`config.mk`:
```
export PLATFORM = sky130hd
export DESIGN_NAME = tone_decoder
export DESIGN_NICKNAME = d
export VERILOG_FILES = /design/src/rtl/tone_decoder.sv
export SDC_FILE = /design/constraint.sdc
export NUM_CORES = 1
export LEC_CHECK = 0
export BUFFER_PORTS_ARGS = -buffer_cell sky130_fd_sc_hd__buf_2
export CAP_MARGIN = 20
export CORE_MARGIN = 1
export CORE_UTILIZATION = 55
export CTS_BUF_LIST = sky130_fd_sc_hd__clkbuf_4
export CTS_CLUSTER_DIAMETER = 100
export DETAILED_ROUTE_END_ITERATION = 10
export PLACE_DENSITY = 0.77
export RECOVER_POWER = 25
export SLEW_MARGIN = 5
export SYNTH_ARGS = -nofsm -noshare
export SYNTH_HDL_FRONTEND = slang
export SYNTH_SLANG_ARGS = --single-unit
```
`constraint.sdc`:
```
create_clock -name clk -period 8.55 [get_ports clk]
set_clock_uncertainty 0.05 [all_clocks]
set_input_delay 1.71 -clock clk [delete_from_list [all_inputs] [get_ports clk]]
set_output_delay 1.71 -clock clk [all_outputs]
set_load 0.005 [all_outputs]
```
`src/rtl/tone_decoder.sv`:
```
// tone_decoder: measures the period of an external square-wave tone in
// system clocks, classifies it against the seven-note table (DO..XI) and
// reports a stable note code once LOCK_CNT consecutive periods agree.
module tone_decoder #(
    parameter logic [15:0] DO       = 16'd47750,
    parameter logic [15:0] RE       = 16'd42250,
    parameter logic [15:0] MI       = 16'd37900,
    parameter logic [15:0] FA       = 16'd37550,
    parameter logic [15:0] SO       = 16'd31850,
    parameter logic [15:0] LA       = 16'd28400,
    parameter logic [15:0] XI       = 16'd25400,
    parameter logic [15:0] TOL      = 16'd150,
    parameter logic [2:0]  LOCK_CNT = 3'd4,
    parameter logic [16:0] TIMEOUT  = 17'd100000
) (
    input  logic        clk,
    input  logic        rst_n,
    input  logic        tone_in,
    output logic [2:0]  note,
    output logic        note_valid,
    output logic        note_chg,
    output logic [16:0] period
);

    localparam logic [1:0] ST_IDLE    = 2'd0;
    localparam logic [1:0] ST_ACQUIRE = 2'd1;
    localparam logic [1:0] ST_LOCKED  = 2'd2;

    // Note periods packed so a generate loop can index note k at slot k-1.
    localparam logic [7*16-1:0] NOTE_TBL = {XI, LA, SO, FA, MI, RE, DO};
    localparam logic [16:0]     TOL17    = {1'b0, TOL};

    logic        sync1_reg, sync2_reg, sync3_reg;
    logic        edge_reg;
    logic [16:0] cnt_reg, cnt_next;
    logic [1:0]  state_reg, state_next;
    logic [2:0]  cand_reg, cand_next;
    logic [2:0]  mcnt_reg, mcnt_next;
    logic [2:0]  note_reg, note_next;
    logic        valid_reg, valid_next;
    logic        chg_reg, chg_next;
    logic [16:0] period_reg, period_next;

    logic [6:0]  hit;
    logic [2:0]  class_code;
    logic [2:0]  mcnt_inc;
    logic        timeout;

    // Synchronise the asynchronous tone and detect its rising edge.
    always_ff @(posedge clk or negedge rst_n) begin
        if (!rst_n) begin
            sync1_reg <= 1'b0;
            sync2_reg <= 1'b0;
            sync3_reg <= 1'b0;
            edge_reg  <= 1'b0;
        end else begin
            sync1_reg <= tone_in;
            sync2_reg <= sync1_reg;
            sync3_reg <= sync2_reg;
            edge_reg  <= sync2_reg & ~sync3_reg;
        end
    end

    // Per-note tolerance windows on the running count, unsigned 17-bit.
    generate
        for (genvar gi = 0; gi < 7; gi++) begin : g_win
            localparam logic [16:0] CENTER = {1'b0, NOTE_TBL[gi*16 +: 16]};
            localparam logic [16:0] LO     = (CENTER > TOL17) ? (CENTER - TOL17) : 17'd0;
            localparam logic [16:0] HI     = CENTER + TOL17;
            assign hit[gi] = (cnt_reg >= LO) && (cnt_reg <= HI);
        end
    endgenerate

    // Priority encode the window hits; the lowest note index wins an overlap.
    always_comb begin
        class_code = 3'd0;
        for (int k = 6; k >= 0; k--) begin
            if (hit[k]) begin
                class_code = 3'(k + 1);
            end
        end
    end

    assign mcnt_inc = mcnt_reg + 3'd1;
    assign timeout  = (cnt_reg == TIMEOUT) && (state_reg != ST_IDLE);

    // Period counter: reloads to 1 on the edge cycle so that on the next
    // edge cycle it holds exactly the number of clocks between the edges.
    always_comb begin
        if (edge_reg) begin
            cnt_next = 17'd1;
        end else if (cnt_reg != TIMEOUT) begin
            cnt_next = cnt_reg + 17'd1;
        end else begin
            cnt_next = cnt_reg;
        end
    end

    // Acquire/lock state machine; an edge takes precedence over a timeout.
    always_comb begin
        state_next  = state_reg;
        cand_next   = cand_reg;
        mcnt_next   = mcnt_reg;
        note_next   = note_reg;
        valid_next  = valid_reg;
        chg_next    = 1'b0;
        period_next = period_reg;

        if (edge_reg) begin
            if (state_reg != ST_IDLE) begin
                period_next = cnt_reg;
            end
            case (state_reg)
                ST_IDLE: begin
                    // First edge only starts timing.
                    state_next = ST_ACQUIRE;
                    cand_next  = 3'd0;
                    mcnt_next  = 3'd0;
                end
                ST_ACQUIRE: begin
                    if (class_code == 3'd0) begin
                        cand_next = 3'd0;
                        mcnt_next = 3'd0;
                    end else if (class_code == cand_reg) begin
                        mcnt_next = mcnt_inc;
                        if (mcnt_inc >= LOCK_CNT) begin
                            state_next = ST_LOCKED;
                            note_next  = class_code;
                            valid_next = 1'b1;
                            chg_next   = 1'b1;
                        end
                    end else begin
                        cand_next = class_code;
                        mcnt_next = 3'd1;
                    end
                end
                ST_LOCKED: begin
                    if (class_code != note_reg) begin
                        state_next = ST_ACQUIRE;
                        note_next  = 3'd0;
                        valid_next = 1'b0;
                        chg_next   = 1'b1;
                        cand_next  = class_code;
                        mcnt_next  = (class_code != 3'd0) ? 3'd1 : 3'd0;
                    end
                end
                default: begin
                    state_next = ST_IDLE;
                end
            endcase
        end else if (timeout) begin
            state_next = ST_IDLE;
            cand_next  = 3'd0;
            mcnt_next  = 3'd0;
            if (state_reg == ST_LOCKED) begin
                note_next  = 3'd0;
                valid_next = 1'b0;
                chg_next   = 1'b1;
            end
        end
    end

    // Register counter, state and all outputs.
    always_ff @(posedge clk or negedge rst_n) begin
        if (!rst_n) begin
            cnt_reg    <= 17'd0;
            state_reg  <= ST_IDLE;
            cand_reg   <= 3'd0;
            mcnt_reg   <= 3'd0;
            note_reg   <= 3'd0;
            valid_reg  <= 1'b0;
            chg_reg    <= 1'b0;
            period_reg <= 17'd0;
        end else begin
            cnt_reg    <= cnt_next;
            state_reg  <= state_next;
            cand_reg   <= cand_next;
            mcnt_reg   <= mcnt_next;
            note_reg   <= note_next;
            valid_reg  <= valid_next;
            chg_reg    <= chg_next;
            period_reg <= period_next;
        end
    end

    assign note       = note_reg;
    assign note_valid = valid_reg;
    assign note_chg   = chg_reg;
    assign period     = period_reg;

endmodule

```
==> impl_metrics.py, run 1 <==
metrics = {
    "detailed_routing": {
        "drt_pre_antenna_iters": 6,
        "final_antenna_violating_net_count": 0,
        "viasPerCell": 6.20,
        "drt_wl_total_um": 7080,
        "drt_drc_violations_left": 0,
        "drt-wirelength-per-cell_um": 16.7,
        "via_count": 2623,
        "initialDrtViolationCount": 280,
    },
    "synthesis": {
        "yosysSeqAreaShare_pct": 38.5,
        "postSynthCellCount": 340,
        "yosysTopAreaCellShare_pct": 38.5,
        "synth.area.top_cells": "sky130_fd_sc_hd__dfrtp_1 (38%), sky130_fd_sc_hd__mux2_2 (5.4%), sky130_fd_sc_hd__nor2_1 (5.0%), sky130_fd_sc_hd__xnor2_1 (3.2%), sky130_fd_sc_hd__nand2_1 (2.9%)",
        "syn-mean-instance-area_um2": 9.76,
        "synth_async_sr_flop_share_pct": 100,
        "synth.largest_area_cell": "sky130_fd_sc_hd__dfrtp_1",
        "synth_edf_count": 0,
        "syn-cell-area_um2": 3320,
        "ys_ff_latch": 51,
        "synthTopCellsByCount": "sky130_fd_sc_hd__dfrtp_1 (51), sky130_fd_sc_hd__nor2_1 (44), sky130_fd_sc_hd__nand2_1 (26)",
        "most_common_cell_in_the_synthesized_netlist": "sky130_fd_sc_hd__dfrtp_1",
        "dominantRegCellSynth": "sky130_fd_sc_hd__dfrtp_1",
        "synth.lib_cells_used.distinct": 73,
        "yosysWarningCount": 0,
        "postSynthNetCount": 350,
    },
    "critical_path": {
        "regToRegEndpoint": "mcnt_reg[0]",
        "startpoint_type": "input port",
        "critical_path_buf_inv_count": 2,
        "slowest_cell_on_crit_path": "sky130_fd_sc_hd__clkbuf_1",
        "cp.arrival_ns": 3.74,
        "endpoint_kind": "async pin",
        "r2r_slack_ns": 5.32,
        "worstPathMaxFanout": 51,
        "cp_cell_sequence": "buf_2 -> clkbuf_1",
        "r2r.worst_path.cells": 9,
        "slowest_delay_ns": 1.92,
        "worstReg2RegStart": "cnt_reg[15]",
        "worstPathRequired_ns": 8.42,
        "timing.setup.critical_path_class": "in2async",
        "timing.critical_path.max_delay_family": "buffers and inverters",
    },
    "place": {
        "dp_hpwl_um": 5030,
        "detailed_place.area_um2": 3380,
        "gp_congestion": 0.965,
        "port_buffers": 24,
    },
    "cts": {
        "cts_made_buffers": 5,
        "cts_hold_buffers": 0,
        "resized_after_cts": 0,
        "path_clk_slew_ns": 0.14,
        "htree_levels": 2,
        "numClockSinks": 51,
        "max-clock-path-buffers": 2,
        "cts_root_buf": "sky130_fd_sc_hd__clkbuf_4",
        "insertion_delay_ns": 0.36,
        "number_of_post_cts_setup_repair_buffers": 0,
        "clock_tree_from_tritoncts": "done",
    },
    "timing": {
        "final.period_utilization_pct": 45.2,
        "unrepaired_setup_endpoints_after_global_routing": "false",
        "tightest_slew_ns": 2.73,
        "setup_total_negative_slack_ns": 0,
        "finalSetupViolCount": 0,
        "fmaxAchievable_mhz": 258,
        "relative_slew_slack_pct": -81.8,
        "maxSlewViolCount": 52,
        "final.min_clock_period_ns": 3.87,
        "hold_viol_final": 0,
    },
    "hold_path": {
        "holdPathStages": 0,
        "hold_class": "reg2reg",
        "min-delay-start": "sync1_reg",
        "min_to": "sync2_reg",
    },
    "grt": {
        "first_global_vias": 2450,
        "grt_max_degree": 52,
        "groute.usage.overall_pct": 25.0,
        "number_of_antenna_violations_at_the_first_check_in_global_routing": 0,
        "grt_pass1_wl_um": 12200,
        "grt_overflow_total": 0,
    },
    "power_and_ir_drop": {
        "swShare_pct": 32.7,
        "power.sequential.fraction_pct": 59.6,
        "net-switching-power_mw": 0.162,
        "comb_power_share_pct": 17.9,
        "ir_worst_vdd_mv": 0.138,
        "cellLeakagePower_nw": 1.58,
        "post-layout-total-power_mw": 0.496,
        "pwr-share-clk_pct": 22.5,
        "power_per_cell_area_nw_per_um2": 145,
        "power.internal_mw": 0.334,
    },
    "cells_and_area": {
        "final_net_count": 360,
        "area.growth.synth_to_final_pct": 3.39,
        "drive_gt1_share_pct": 22.2,
        "fill_cells": 484,
        "antenna_cells": 0,
        "final_area_um2": 3430,
    },
    "die": {
        "initial_utilization_pct": 58.5,
        "fp.dieArea_um2": 6350,
        "floorplan.die.width_um": 79.7,
        "fp.dieH_um": 79.7,
        "design.core.area_um2": 5680,
        "ios": 25,
        "fp-row-count": 27,
    },
    "run_status": {
        "outcome": "finished, violations left",
        "failing_checks": "capacitance limit, slew limit",
    },
    "job": {
        "cap_violations": 1,
    },
}
-- power groups by stage --
stage	clock [mW]	sequential, mW	combinational [mW]
3_3_place_gp	0	0.299	0.0864
3_5_place_dp	0	0.300	0.0882
5_1_grt	0.124	0.300	0.100
2_1_floorplan	0	0.279	0.0803
6_report	0.112	0.296	0.0886
4_1_cts	0.117	0.295	0.0891
-- cell families after synthesis --
| kind of cell | count (synthesis) | share of synthesized area [%] |
|---|---|---|
| xor gates and xnor gates | 21 | 5.54 |
| and+or+nand+nor | 136 | 22.1 |
| buffers and inverters | 35 | 6.26 |
| muxes | 24 | 8.18 |
| adders and majority gates | 7 | 2.64 |
| DFF | 51 | 38.5 |
| AOI/OAI and AO/OA | 66 | 16.8 |
-- layout make-up --
type | count | area [um^2] | area share (%)
clock inverter | 2 | 12.5 | 0.365
clock buffer | 6 | 45.0 | 1.31
tap | 72 | 90.1 | 2.63
multi-input combinational | 254 | 1830 | 53.5
inverter | 13 | 48.8 | 1.42
sequential | 51 | 1280 | 37.2
timing repair buffer | 25 | 124 | 3.61
-- through the flow --
step,instances,hold slack [ns],worst slack (ns),utilization (%)
floorplan,340,0.281,5.80,-
global placement,415,0.284,5.45,59.5
detailed placement,415,0.290,5.41,59.5
CTS,423,0.324,5.38,60.5
global route,423,0.326,4.01,60.4
finish,423,0.317,4.68,60.4
-- routing by layer --
metal  GRT usage (%)  routed length, um  vias to the layer above
li1                -                  -                     1223
met1            36.7               3280                     1227
met2            36.3               3100                      149
met3            4.57                529                       24
met4            9.09                162                        0
met5               0                  0                        -
-- worst max-delay path by stage --
stage           startpoint      endpoint  cells after the start
2_1_floorplan  cnt_reg[11]   cand_reg[0]                     10
3_3_place_gp    cnt_reg[3]   cand_reg[1]                      9
3_5_place_dp   cnt_reg[14]   mcnt_reg[0]                      9
4_1_cts        cnt_reg[15]   mcnt_reg[0]                      9
5_1_grt              rst_n  state_reg[1]                      2
6_report             rst_n    cnt_reg[0]                      2
-- layout by cell type (no fill, tap or decap), types with 4 or more instances in the layout --
master	synthesis	layout
sky130_fd_sc_hd__nor2b_1	4	4
sky130_fd_sc_hd__nor3_1	6	6
sky130_fd_sc_hd__inv_1	13	13
sky130_fd_sc_hd__mux2_1	5	5
sky130_fd_sc_hd__xor2_1	9	9
sky130_fd_sc_hd__nand3_1	11	11
sky130_fd_sc_hd__dfrtp_1	51	51
sky130_fd_sc_hd__nand4_1	5	5
sky130_fd_sc_hd__a21oi_1	8	8
sky130_fd_sc_hd__o211ai_2	5	5
sky130_fd_sc_hd__nand4b_1	4	4
sky130_fd_sc_hd__mux2_2	16	16
sky130_fd_sc_hd__buf_2	8	24
sky130_fd_sc_hd__o21ai_0	11	11
sky130_fd_sc_hd__ha_1	7	7
sky130_fd_sc_hd__nor2_1	44	44
sky130_fd_sc_hd__nand2_1	26	26
sky130_fd_sc_hd__and3_1	6	6
sky130_fd_sc_hd__clkbuf_4	0	6
sky130_fd_sc_hd__xnor2_1	12	12
Note: power is estimated with default switching activity, not from simulation.
==> run 2: changes to the inputs <==
Clock period 8.55 ns to 3.6 ns, I/O delays scaled along.
==> impl_metrics.py, run 2 (same netlist as run 1, synthesis figures left out) <==
metrics = {
    "run_status": {
        "outcome": "finished, violations left",
        "failing_checks": "capacitance limit, slew limit",
    },
    "cells_and_area": {
        "layout.cells.most_common_list": "sky130_fd_sc_hd__dfrtp_1 (51), sky130_fd_sc_hd__nor2_1 (44), sky130_fd_sc_hd__nand2_1 (26)",
        "area.growth.synth_to_final_pct": 4.15,
        "antenna_cells": 0,
        "final_net_count": 363,
        "drive_gt1_share_pct": 22.6,
        "final_common_cell": "sky130_fd_sc_hd__dfrtp_1",
    },
    "place": {
        "gp_congestion": 0.962,
        "dp_hpwl_um": 5010,
        "dp_slack_ns": 0.469,
        "port_buffers": 24,
    },
    "power_and_ir_drop": {
        "ir_worst_vdd_mv": 0.290,
        "net-switching-power_mw": 0.394,
        "power_per_cell_area_nw_per_um2": 341,
        "cellLeakagePower_nw": 1.59,
        "pwr-share-clk_pct": 22.2,
        "comb_power_share_pct": 18.0,
        "swShare_pct": 33.4,
        "post-layout-total-power_mw": 1.18,
        "power.internal_mw": 0.786,
        "power.sequential.fraction_pct": 59.8,
    },
    "detailed_routing": {
        "drt_wl_total_um": 6850,
        "initialDrtViolationCount": 195,
        "via_count": 2546,
        "final_antenna_violating_net_count": 0,
        "drt_drc_violations_left": 0,
        "drt_pre_antenna_iters": 4,
        "drt-wirelength-per-cell_um": 16.1,
        "viasPerCell": 5.98,
    },
    "grt": {
        "grt_pass1_wl_um": 11900,
        "number_of_antenna_violations_at_the_first_check_in_global_routing": 0,
        "grt_overflow_total": 0,
        "groute.usage.overall_pct": 24.2,
        "first_global_vias": 2354,
        "grt_max_degree": 34,
    },
    "critical_path": {
        "timing.setup.critical_path_class": "reg2reg",
        "worstPathMaxFanout": 14,
        "endpoint_kind": "flip-flop",
        "worstPathRequired_ns": 3.82,
        "cp.arrival_ns": 3.40,
        "startpoint_type": "flip-flop",
    },
    "cts": {
        "insertion_delay_ns": 0.37,
        "numClockSinks": 51,
        "cts_made_buffers": 5,
        "clock_tree_from_tritoncts": "done",
        "max-clock-path-buffers": 2,
        "number_of_post_cts_setup_repair_buffers": 0,
        "resized_after_cts": 0,
        "path_clk_slew_ns": 0.16,
        "cts_root_buf": "sky130_fd_sc_hd__clkbuf_4",
        "htree_levels": 2,
        "cts_hold_buffers": 0,
    },
    "timing": {
        "final.min_clock_period_ns": 3.18,
        "maxSlewViolCount": 34,
        "layout_setup_ws_ns": 0.422,
        "final.period_utilization_pct": 88.3,
        "unrepaired_setup_endpoints_after_global_routing": "false",
        "setup_total_negative_slack_ns": 0,
        "fmaxAchievable_mhz": 315,
        "relative_slew_slack_pct": -16.6,
        "hold_viol_final": 0,
        "tightest_slew_ns": 1.75,
        "finalSetupViolCount": 0,
    },
    "die": {
        "floorplan.die.width_um": 79.7,
        "initial_utilization_pct": 58.5,
        "ios": 25,
        "fp.dieArea_um2": 6350,
        "design.core.area_um2": 5680,
        "fp.dieH_um": 79.7,
        "fp-row-count": 27,
    },
    "hold_path": {
        "hold_class": "reg2reg",
    },
    "job": {
        "cap_violations": 1,
    },
}
==> run 2: cell count changes in the layout (fill, tap and decap cells not counted), sizes merged <==
cell,delta
clkinv,+1
clkbuf,-1
buf,+3
==> run 2: area by class of cell <==
class                           instances  area [um^2]
Inverter                               13         48.8
Tap cell                               72         90.1
Sequential cell                        51         1280
Multi-Input combinational cell        254         1830
Fill cell                             477         2220
Timing Repair Buffer                   28          149
Clock buffer                            5         37.5
Clock inverter                          3         20.0
==> run 2: power groups by stage <==
| stage | Clock, mW | Sequential [mW] | Combinational, mW |
|---|---|---|---|
| floorplan | 0 | 0.662 | 0.191 |
| global placement | 0 | 0.714 | 0.207 |
| detailed placement | 0 | 0.715 | 0.212 |
| CTS | 0.274 | 0.703 | 0.213 |
| global route | 0.297 | 0.715 | 0.241 |
| finish | 0.262 | 0.706 | 0.212 |
==> run 2: through the flow <==
stage                     utilization, %  hold slack (ns)  area [um^2]  instances
after global routing                60.9            0.333         3460        426
after CTS                           60.9            0.327         3460        426
final                               60.9            0.321         3460        426
after global placement              59.9            0.283         3400        418
after floorplan                        -            0.281         3320        340
after detailed placement            59.9            0.293         3400        418
==> run 2: path summary, 6_finish.rpt <==
kind / depth (start not counted) / slack [ns] / to / from
min in group asynchronous: 1 / 0.74 / period[7] / rst_n
worst min register to register: 0 / 0.32 / sync2_reg / sync1_reg
worst max-delay path: 9 / 0.42 / cand_reg[0] / cnt_reg[3]
worst max register to register: 9 / 0.42 / cand_reg[0] / cnt_reg[3]
worst min-delay path: 0 / 0.32 / sync2_reg / sync1_reg
max in group asynchronous: 2 / 1.69 / cnt_reg[15] / rst_n
==> run 2: layer usage <==
metal | track usage, % | share of wire (%)
met2 | 34.5 | 44
met3 | 3.54 | 6.0
met4 | 6.18 | 1.5
met5 | 0 | 0
met1 | 37.9 | 49
==> run 2: worst max-delay path: stages (launching register included) <==
cell and delay, ns:
sky130_fd_sc_hd__dfrtp_1 0.59, sky130_fd_sc_hd__nor3_2 0.36, sky130_fd_sc_hd__nand2_1 0.09, sky130_fd_sc_hd__or4_1 0.40, sky130_fd_sc_hd__a211o_1 0.34, sky130_fd_sc_hd__a21o_2 0.23
sky130_fd_sc_hd__a21boi_1 0.30, sky130_fd_sc_hd__o21ai_2 0.12, sky130_fd_sc_hd__o211ai_2 0.25, sky130_fd_sc_hd__mux2_1 0.36
